[config.mk]
export PLATFORM = sky130hd
export DESIGN_NAME = comparator_seq_flat
export DESIGN_NICKNAME = d
export VERILOG_FILES = /design/src/rtl/comparator_seq_if.sv /design/src/rtl/comparator_seq.sv /design/src/flat_wrapper.sv
export SDC_FILE = /design/constraint.sdc
export NUM_CORES = 1
export LEC_CHECK = 0
export CAP_MARGIN = 20
export CORE_MARGIN = 10
export CORE_UTILIZATION = 33
export CTS_BUF_LIST = sky130_fd_sc_hd__clkbuf_8 sky130_fd_sc_hd__clkbuf_16
export DETAILED_ROUTE_END_ITERATION = 10
export HOLD_SLACK_MARGIN = 0.15
export PLACE_DENSITY = 0.63
export SYNTH_ARGS = -nofsm -noshare
export SYNTH_HDL_FRONTEND = slang
export SYNTH_SLANG_ARGS = --single-unit
[constraint.sdc]
create_clock -name clk -period 25.3 [get_ports clk]
set_input_delay 5.06 -clock clk [delete_from_list [all_inputs] [get_ports clk]]
set_output_delay 5.06 -clock clk [all_outputs]
set_load 0.05 [all_outputs]
[src/rtl/comparator_seq_if.sv]
// rtl/comparator_seq_if.sv - handshake and result bundle for comparator_seq
interface comparator_seq_if #(
  parameter int MSB   = 128,
  parameter int CHUNK = 16
) ();
  localparam int IDXW = $clog2(MSB / CHUNK);

  logic            start;
  logic            signed_mode;
  logic [MSB-1:0]  a;
  logic [MSB-1:0]  b;
  logic            busy;
  logic            done;
  logic            greater;
  logic            less;
  logic            equal;
  logic [IDXW-1:0] diff_chunk;

  modport master (
    output start, signed_mode, a, b,
    input  busy, done, greater, less, equal, diff_chunk
  );

  modport slave (
    input  start, signed_mode, a, b,
    output busy, done, greater, less, equal, diff_chunk
  );
endinterface

[src/rtl/comparator_seq.sv]
// rtl/comparator_seq.sv - multi-cycle MSB-first sliced magnitude comparator
// Optional: COMPARATOR_SEQ_EARLY_EXIT_EN finishes at the first differing slice.
module comparator_seq #(
  parameter int MSB   = 128,
  parameter int CHUNK = 16
) (
  input logic             clk,
  input logic             rst,
  comparator_seq_if.slave bus
);
  localparam int NCHUNK = MSB / CHUNK;
  localparam int IDXW   = $clog2(NCHUNK);
  localparam logic [IDXW-1:0] IDX_TOP = IDXW'(NCHUNK - 1);
`ifdef COMPARATOR_SEQ_EARLY_EXIT_EN
  localparam bit EARLY_EXIT = 1'b1;
`else
  localparam bit EARLY_EXIT = 1'b0;
`endif

  typedef enum logic {IDLE, COMPARE} state_t;

  state_t          state, state_next;
  logic [MSB-1:0]  a_q, b_q;
  logic            smode_q;
  logic [IDXW-1:0] idx;
  logic            found, gt_f, lt_f;
  logic [IDXW-1:0] dc_f;
  logic            done_q, greater_q, less_q, equal_q;
  logic [IDXW-1:0] dc_q;

  logic [CHUNK-1:0] sa, sb;
  logic             slice_gt, slice_lt, hit, finish, accept;
  logic             res_gt, res_lt;
  logic [IDXW-1:0]  res_dc;

  always_comb begin
    sa = a_q[idx*CHUNK +: CHUNK];
    sb = b_q[idx*CHUNK +: CHUNK];
    // Offset binary on the top slice turns a signed compare into an unsigned one.
    if (smode_q && (idx == IDX_TOP)) begin
      sa[CHUNK-1] = ~sa[CHUNK-1];
      sb[CHUNK-1] = ~sb[CHUNK-1];
    end
    slice_gt = (sa > sb);
    slice_lt = (sa < sb);
    hit      = !found && (sa != sb);
    finish   = (idx == '0) || (EARLY_EXIT && hit);
    res_gt   = found ? gt_f : slice_gt;
    res_lt   = found ? lt_f : slice_lt;
    res_dc   = found ? dc_f : (hit ? idx : '0);
  end

  always_comb begin
    state_next = state;
    accept     = 1'b0;
    case (state)
      IDLE: begin
        if (bus.start) begin
          accept     = 1'b1;
          state_next = COMPARE;
        end
      end
      COMPARE: begin
        if (finish) state_next = IDLE;
      end
      default: state_next = IDLE;
    endcase
  end

  always_ff @(posedge clk or posedge rst) begin
    if (rst) state <= IDLE;
    else     state <= state_next;
  end

  always_ff @(posedge clk or posedge rst) begin
    if (rst) begin
      a_q       <= '0;
      b_q       <= '0;
      smode_q   <= 1'b0;
      idx       <= '0;
      found     <= 1'b0;
      gt_f      <= 1'b0;
      lt_f      <= 1'b0;
      dc_f      <= '0;
      done_q    <= 1'b0;
      greater_q <= 1'b0;
      less_q    <= 1'b0;
      equal_q   <= 1'b0;
      dc_q      <= '0;
    end else begin
      done_q <= 1'b0;
      if (accept) begin
        a_q     <= bus.a;
        b_q     <= bus.b;
        smode_q <= bus.signed_mode;
        idx     <= IDX_TOP;
        found   <= 1'b0;
        gt_f    <= 1'b0;
        lt_f    <= 1'b0;
        dc_f    <= '0;
      end
      if (state == COMPARE) begin
        if (hit) begin
          found <= 1'b1;
          gt_f  <= slice_gt;
          lt_f  <= slice_lt;
          dc_f  <= idx;
        end
        if (finish) begin
          greater_q <= res_gt;
          less_q    <= res_lt;
          equal_q   <= !res_gt && !res_lt;
          dc_q      <= res_dc;
          done_q    <= 1'b1;
        end else begin
          idx <= idx - 1'b1;
        end
      end
    end
  end

  assign bus.busy       = (state == COMPARE);
  assign bus.done       = done_q;
  assign bus.greater    = greater_q;
  assign bus.less       = less_q;
  assign bus.equal      = equal_q;
  assign bus.diff_chunk = dc_q;
endmodule

[src/flat_wrapper.sv]
// flat-port wrapper written by rule: the top's interface ports become plain ports
module comparator_seq_flat 
#(
  parameter int MSB   = 128,
  parameter int CHUNK = 16
)
  (clk, rst, bus_start, bus_signed_mode, bus_a, bus_b, bus_busy, bus_done, bus_greater, bus_less, bus_equal, bus_diff_chunk);
  comparator_seq_if #(.MSB(MSB), .CHUNK(CHUNK)) bus_i ();
  input logic clk;
  input logic rst;
  input wire logic [$bits(bus_i.start)-1:0] bus_start;
  input wire logic [$bits(bus_i.signed_mode)-1:0] bus_signed_mode;
  input wire logic [$bits(bus_i.a)-1:0] bus_a;
  input wire logic [$bits(bus_i.b)-1:0] bus_b;
  output wire logic [$bits(bus_i.busy)-1:0] bus_busy;
  output wire logic [$bits(bus_i.done)-1:0] bus_done;
  output wire logic [$bits(bus_i.greater)-1:0] bus_greater;
  output wire logic [$bits(bus_i.less)-1:0] bus_less;
  output wire logic [$bits(bus_i.equal)-1:0] bus_equal;
  output wire logic [$bits(bus_i.diff_chunk)-1:0] bus_diff_chunk;
  assign bus_i.start = bus_start;
  assign bus_i.signed_mode = bus_signed_mode;
  assign bus_i.a = bus_a;
  assign bus_i.b = bus_b;
  assign bus_busy = bus_i.busy;
  assign bus_done = bus_i.done;
  assign bus_greater = bus_i.greater;
  assign bus_less = bus_i.less;
  assign bus_equal = bus_i.equal;
  assign bus_diff_chunk = bus_i.diff_chunk;
  comparator_seq #(.MSB(MSB), .CHUNK(CHUNK)) u_core (.clk(clk), .rst(rst), .bus(bus_i));
endmodule
==> results of run 1 <==
==> cells in the mapped netlist (2+ instances only) <==
master / instances / area share (%)
sky130_fd_sc_hd__o21ai_0: 11 / 0.43
sky130_fd_sc_hd__inv_1: 5 / 0.15
sky130_fd_sc_hd__a31oi_1: 2 / 0.099
sky130_fd_sc_hd__mux4_1: 9 / 1.9
sky130_fd_sc_hd__buf_6: 7 / 0.62
sky130_fd_sc_hd__clkbuf_1: 30 / 0.89
sky130_fd_sc_hd__nor2_1: 7 / 0.21
sky130_fd_sc_hd__buf_1: 16 / 0.47
sky130_fd_sc_hd__ha_1: 19 / 1.9
sky130_fd_sc_hd__o31a_1: 2 / 0.14
sky130_fd_sc_hd__a21oi_1: 10 / 0.39
sky130_fd_sc_hd__mux2_2: 15 / 1.3
sky130_fd_sc_hd__a221o_1: 2 / 0.16
sky130_fd_sc_hd__and3_1: 2 / 0.099
sky130_fd_sc_hd__mux2i_1: 16 / 1.3
sky130_fd_sc_hd__mux4_2: 55 / 9.8
sky130_fd_sc_hd__nor2b_1: 2 / 0.099
sky130_fd_sc_hd__dfrtp_1: 274 / 54
sky130_fd_sc_hd__nand2_1: 793 / 23
sky130_fd_sc_hd__nor3_2: 2 / 0.16
sky130_fd_sc_hd__xor2_1: 2 / 0.14
sky130_fd_sc_hd__nand4_1: 3 / 0.15
sky130_fd_sc_hd__nand3_1: 2 / 0.079
sky130_fd_sc_hd__buf_2: 26 / 1.0
==> stage by stage <==
step	utilization (%)	hold slack, ns	power, mW	std cells
global placement	41.6	0.449	1.64	2033
CTS	44.4	0.471	2.14	2090
finish	44.4	0.469	2.11	2091
detailed placement	41.6	0.455	1.67	2033
floorplan	-	0.437	1.39	1325
global route	44.4	0.483	2.27	2091
==> sequential cells by signal, summed over array words and instances, names as in the netlist <==
register	count
u_core.found	1
u_core.bus.equal	1
u_core.bus.diff_chunk	3
u_core.gt_f	1
u_core.bus.busy	1
u_core.a_q	128
u_core.idx	3
u_core.b_q	128
u_core.lt_f	1
u_core.bus.done	1
u_core.dc_f	3
u_core.smode_q	1
u_core.bus.less	1
u_core.bus.greater	1
==> critical path, cell delays in order <==
cell and delay [ns]:
sky130_fd_sc_hd__clkdlybuf4s50_1 0.57, sky130_fd_sc_hd__nor2b_4 0.74, sky130_fd_sc_hd__buf_4 0.56, sky130_fd_sc_hd__buf_4 0.72, sky130_fd_sc_hd__nand2_1 0.15, sky130_fd_sc_hd__nand2_1 0.10
==> final cells by class <==
type	instances	area (um^2)
Sequential cell	274	6870
Clock inverter	16	159
Tap cell	511	639
Inverter	5	26.3
Multi-Input combinational cell	966	5420
Timing Repair Buffer	277	2750
Clock buffer	41	913
Antenna cell	1	2.50
Fill cell	3639	21000
==> logic make-up (layout without fill, tap and decap cells) <==
logic type,after synthesis,after routing
buf+inv,85,339
other cells,0,1
mux,95,95
xor+xnor,2,2
flops,274,274
compound gates,33,33
simple gates,817,817
fa+ha+maj,19,19
==> layer usage <==
layer	track usage, %	vias up	share of wire [%]
met4	4.10	0	1.5
met1	21.3	4790	44
met2	26.9	228	49
met3	3.22	35	5.0
met5	0	-	0
li1	-	4716	-
==> power by group through the flow <==
| stage | clock (mW) | combinational (mW) | sequential [mW] |
|---|---|---|---|
| floorplan | 0 | 0.654 | 0.733 |
| global placement | 0 | 0.849 | 0.786 |
| detailed placement | 0 | 0.873 | 0.795 |
| CTS | 0.477 | 0.877 | 0.789 |
| global route | 0.494 | 0.964 | 0.816 |
| finish | 0.463 | 0.860 | 0.788 |
==> worst max path at each step <==
stage                    from         endpoint  slack (ns)  cells after the start
floorplan                 rst    u_core.a_q[0]       12.69                      1
global placement    bus_start   u_core.b_q[48]       17.32                      6
detailed placement  bus_start   u_core.b_q[82]       17.26                      6
CTS                 bus_start   u_core.b_q[82]       17.82                      6
global route        bus_start  u_core.b_q[111]       17.56                      6
finish              bus_start   u_core.b_q[82]       17.82                      6
==> impl.org, run 1 <==
** Placement
- Routability-driven placement finished with a final weighted congestion of 0.815.
- Total half-perimeter wirelength after legalization and detailed placement :: 27400 um
- Cell area after placement :: 0.0157 mm^2
- Buffers placed on the I/O ports in this run total 267.
- Minimum setup slack after placement :: 17.26 ns

** Worst setup path
- The setup check on the worst reg-to-reg path leaves a slack of 20.90 ns.
- Sort of element at the end of the critical path :: register
- STA puts the critical path data required time at 25.80 ns.
- Type of element launching the critical path :: input pin
- Endpoint of the most critical register-to-register path :: u_core.dc_f[2]
- Beginning of the worst register-to-register path :: u_core.idx[0]
- Path depth of the worst reg2reg path :: 11
- Critical Path AT :: 7.98 ns
- By startpoint and endpoint, the worst setup path is classified as input pin to register.
- Of all nets on the critical path, the largest fanout is 78.

** Detailed routing
- DRC marker count from the first detailed-route iteration :: 741
- Dividing the detail-routed wire length by the instance count gives 18.3 um.
- The first TritonRoute pass finished after 5 iterations.
- Using the TritonRoute via totals, the vias-per-cell ratio works out to 4.67.
- Final routed wirelength across all metal layers :: 38300 um
- In this run the remaining antenna-violating nets after routing total 0.
- Total vias in the final route :: 9769
- In the routed design, unresolved DRC markers number 0.

** Die
- The die is 216 um wide.
- Once the floorplan was initialized, standard cells occupied 33.6% of the core.
- The die is 216 um tall.
- The floorplan has 71 rows.
- The core region is 0.0378 mm^2.
- The floorplan step defined a die boundary enclosing 0.0467 mm^2.
- For this design the top-level I/O count stands at 268.

** Timing
- The final number of max-transition violations is 0.
- Between clock sinks in the finished design, the worst skew comes to 0.0114 ns.
- Setup repair after global routing missed its margin :: false
- Once routing completed, OpenROAD measured the worst setup slack at 17.82 ns.
- Total negative slack :: 0 ns
- Dividing the final minimum period by the clock period gives 29.6%.
- Time the final worst path needs with I/O delays and setup :: 7.48 ns
- Setup violation total in the final timing report :: 0
- Measured against its own limit, the worst slew margin works out to 31.2%.
- Number of failing hold endpoints at the final stage :: 0
- For the pin with the worst max-slew slack, the measured transition is 1.03 ns.
- Achievable Freq :: 0.134 GHz

** Clocking
- CTS buffer count :: 31
- Clock-pin slew of the registers on the worst-case setup and hold paths :: 0.06 ns
- CTS HTree Levels :: 1
- After clock tree synthesis, the flow added hold-fix buffers numbering 0.
- Max Buffers Root-to-Sink :: 3
- TritonCTS built the clock tree.
- In this run the clock root is driven by a sky130_fd_sc_hd__clkbuf_16.
- Buffers added to address setup during post-CTS repair amount to 0.
- # clock sinks :: 274
- Resized cells post-CTS :: 0
- Clock latency on the worst-skew pair, taken at its later pin, is 0.57 ns.

** GRT
- After global routing the overflow that remains totals 0.
- The via count of the first global-routing pass came to 10.4k.
- Wire length of the first global-routing pass :: 59600 um
- The number of antenna violations at the first check in global routing is 1.
- Global routing used 16.2% of the available tracks across all layers.
- Entering global routing, the biggest net connects 93 pins.

** Synth
- Adder-cell share of the synthesized area :: 1.87%
- The synthesized design contains 274 register bits.
- Counting every net in the synthesized netlist gives 1604.
- Sequential-to-total area share from yosys stat :: 54.1%
- After synthesis, the mean cell area works out to 9.57 um^2.
- Cells after synthesis :: 1325
- Post-synthesis simple-gate area fraction :: 24.7%
- Main flop type after synthesis :: sky130_fd_sc_hd__dfrtp_1
- Count of flip-flops with a built-in enable after synthesis :: 0
- After synthesis the cells add up to 0.0127 mm^2.
- Xor and xnor area share after synthesis :: 0.138%
- After synthesis, the largest family of logic cells by area is simple AND/OR/NAND/NOR gates.
- After synthesis, the netlist uses 37 different library cells.
- During synthesis, Yosys emitted a total of 0 warnings.
- Measured against the total synthesized area, the mux share comes to 14.2%.
- Area fraction in compound gates after synthesis :: 1.64%
- Share of flip-flops with an asynchronous set or reset after synthesis :: 100%

** Power
- Power density cells :: 126 mW/mm^2
- Share of total power in combinational logic :: 40.7%
- Summed over all cells, the static leakage comes to 8.20 nW.
- Proportion of power drawn by flip-flops and latches :: 37.3%
- The share of total power dissipated in the clock network is 22.0%.
- Across the VDD grid, the largest voltage drop is 0.0525 mV.
- For this design the total switching power over the nets is 0.789 mW.
- Net switching is 37.4% of the power.
- Internal power comes to 1.32 mW.

** Min path
- The path with the worst hold slack has its endpoint at u_core.b_q[79].
- In this run the worst hold path is classified as register to register.
- The worst hold path was traced through 2 stages.
- In this run the most critical hold path is launched from u_core.b_q[79].

** Cells and area
- In the final design database the tool counted 1834 nets.
- Area Overhead vs Synth :: 32.3%
- Once layout is done, the placed cells without fillers occupy 0.0168 mm^2.
- In the layout the commonest cells are sky130_fd_sc_hd__nand2_1 (792), sky130_fd_sc_hd__dfrtp_1 (271), sky130_fd_sc_hd__clkdlybuf4s50_1 (267).
- The post-route netlist has 8.99% of its cells at a drive strength greater than 1.
- The library cell used most frequently in the layout, excluding fill and tap cells, is sky130_fd_sc_hd__nand2_1.

** Run status
- Status :: finished clean

** Job
- Number of max-cap violations :: 0
No activity file was read; power rests on OpenSTA's default activity.
==> inputs of run 2 (changes only) <==
Clock period 25.3 ns to 6.9 ns, I/O delays scaled along.
==> impl.org, run 2 (synthesis results as in run 1) <==
** Run status
- Status :: finished clean

** GRT
- The via count of the first global-routing pass came to 10.5k (+1.4%).
- Pin count of the biggest net entering global routing :: 174 (+87%)
- Number of antenna violations at the first check in global routing :: 1 (unchanged)
- Wire length of the first global-routing pass :: 62400 um (+4.7%)
- The remaining global-route overflow came to 0 (unchanged).
- The global-route total usage across every layer is 17.0% (+0.78 points).

** Placement
- The HPWL after detailed placement was 28900 um (+5.7%).
- The global placement routability congestion came to 0.817 (+0.28%).
- The number of port buffers was 267 (unchanged).
- The cell count after placement is 2030 (-0.15%).
- Cell area after placement :: 0.0157 mm^2 (about the same)
- Minimum setup slack after placement :: 2.83 ns (-14.43 ns)

** Clocking
- The number of hold buffers added after cts was 0 (unchanged).
- TritonCTS built the clock tree.
- The number of buffers inserted during clock tree synthesis was 31 (unchanged).
- Resized cells post-CTS :: 0 (unchanged)
- Buffer type at the clock tree root :: sky130_fd_sc_hd__clkbuf_16
- The maximum root-to-sink buffer count was 3 (unchanged).
- # clock sinks :: 274 (unchanged)
- Clock-pin slew of the registers on the worst-case setup and hold paths :: 0.06 ns (about the same)
- The insertion delay to the later sink of the worst-skew pair is 0.56 ns (about the same).
- The number of buffers added for setup after CTS was 0 (unchanged).
- CTS HTree Levels :: 1 (unchanged)

** Worst setup path
- The critical path is of the register to register type.
- For this design, the slowest cell found on the critical path is sky130_fd_sc_hd__dfrtp_4.
- Type of element launching the critical path :: register
- The worst setup path is captured at a register.
- Walking the worst path, the cells encountered are mux4_2 > mux2_2 > ha_1 > nand4_1 > nor4_4 > nor3_2 > a22o_1.
- The data arrival time of the worst path came to 4.19 ns (-3.79 ns).
- The required time of the critical path is 7.35 ns (-18.45 ns).
- Delay of the slowest critical-path stage :: 1.14 ns (+0.40 ns)
- Maximum fanout along the worst path :: 68 (-13%)

** Cells and area
- The fraction of final layout cells sized beyond drive strength 1 came to 8.94% (-0.052 points).
- Number of standard cells in the final layout excluding fillers :: 2089 (-0.096%)
- Number of nets in the final layout :: 1833 (-0.055%)
- The library cell used most frequently in the layout, excluding fill and tap cells, is sky130_fd_sc_hd__nand2_1.
- Regs by FF count :: u_core.a_q x128, u_core.b_q x128
- FILL cells :: 3595 (-1.2%)
- The growth of design area from synthesis to finish came to 32.4% (about the same).
- Most frequent cells in the layout :: sky130_fd_sc_hd__nand2_1 (792), sky130_fd_sc_hd__dfrtp_1 (271), sky130_fd_sc_hd__clkdlybuf4s50_1 (267)
- Final instance area :: 0.0168 mm^2 (about the same)

** Timing
- After layout, the minimum clock period comes to 3.75 ns.
- The total count of hold-check failures in the final report is 0 (unchanged).
- Tightest Pin Transition :: 1.08 ns (+0.0505 ns)
- The clock tree skew after final layout came to 0.00983 ns (-0.00154 ns).
- Total negative slack :: 0 ns (unchanged)
- Worst slew slack as a fraction of its limit :: 27.8% (-3.4 points)
- Setup violation total in the final timing report :: 0 (unchanged)
- The final number of max-transition violations is 0 (unchanged).
- Setup repair after global routing left no endpoint under its margin.
- The post-layout worst setup margin was 3.15 ns (-14.67 ns).
- Achievable Freq :: 0.267 GHz
- Share of the clock period used by the worst path after layout :: 54.3%
- The worst hold margin is 0.467 ns (-0.00188 ns).

** Die
- The initial cell density of the core came to 33.6% (unchanged).
- Num ports :: 268 (unchanged)
- The die outline height was 216 um (unchanged).
- The area inside the core boundary came to 0.0378 mm^2 (unchanged).
- Horiz. Die Dim :: 216 um (unchanged)
- Die outline area :: 0.0467 mm^2 (unchanged)
- The standard-cell row count came to 71 (unchanged).

** Detailed routing
- The number of design-rule violations left by the first detailed-router iteration came to 844 (+14%).
- Total vias in the final route :: 9851 (+0.84%)
- Via density :: 4.72 (+0.94%)
- The number of DRC violations after detailed routing is 0 (unchanged).
- Final routed wirelength across all metal layers :: 40100 um (+4.5%)
- The mean routed wirelength per cell is 19.2 um (+4.6%).
- The count of TritonRoute iterations in the first routing pass was 5 (unchanged).
- ANT nets after route :: 0 (unchanged)

** Power
- Static power due to leakage :: 8.20 nW (about the same)
- Power density cells :: 465 mW/mm^2 (+270%)
- The worst voltage drop across the vdd grid came to 0.227 mV (+330%).

** Min path
- Worst hold path class :: register to register

** Job
- The max-capacitance violation count came to 0 (unchanged).
-- run 2: cell types whose count changed in the layout (fill, tap and decap cells not counted), sizes merged --
cell,previous run,this run
buf,10,9
clkbuf,41,36
clkinv,3,10
clkinvlp,3,2
inv,12,10
-- run 2: worst max-delay path: cells and delay by family (launching register included) --
kind,cells,cell delay (ns)
flops,1,1.14
mux,2,0.85
compound gates,1,0.24
fa+ha+maj,1,0.32
simple gates,3,1.06
-- run 2: layout make-up --
| cell class | count | area, um^2 | share of cell area, % |
|---|---|---|---|
| Sequential cell | 274 | 6870 | 40.9 |
| Clock inverter | 20 | 175 | 1.04 |
| Clock buffer | 36 | 845 | 5.03 |
| Tap cell | 511 | 639 | 3.81 |
| Timing Repair Buffer | 276 | 2820 | 16.8 |
| Antenna cell | 1 | 2.50 | 0.0149 |
| Multi-Input combinational cell | 966 | 5420 | 32.3 |
| Inverter | 5 | 22.5 | 0.134 |
-- run 2: path summary, 6_finish.rpt --
check / startpoint / cells after the start / end / slack, ns
setup / recovery: u_core.idx[1] / 7 / u_core.lt_f / 3.15
hold / removal: u_core.b_q[106] / 2 / u_core.b_q[106] / 0.47
setup reg to reg: u_core.idx[1] / 7 / u_core.lt_f / 3.15
hold reg to reg: u_core.b_q[106] / 2 / u_core.b_q[106] / 0.47
max in group asynchronous: rst / 3 / u_core.b_q[14] / 4.21
min in group asynchronous: rst / 2 / u_core.a_q[12] / 1.31
-- run 2: routing by layer --
| layer | vias up | wire (um) | global-route usage [%] |
|---|---|---|---|
| met5 | - | 0 | 0 |
| li1 | 4721 | - | - |
| met2 | 264 | 18700 | 27.0 |
| met4 | 0 | 1050 | 4.89 |
| met3 | 44 | 2200 | 3.17 |
| met1 | 4822 | 18100 | 23.2 |
-- run 2: power by group --
group	switching, mW	internal (mW)
clock network	0.678	0.978
registers	0.573	2.36
logic	1.72	1.49
-- run 2: per-stage QoR --
stage                     power, mW  utilization, %
after floorplan                5.08               -
after global placement         6.08            41.6
after detailed placement       6.16            41.6
after CTS                      7.86            44.3
after global routing           8.39            44.5
final                          7.80            44.5
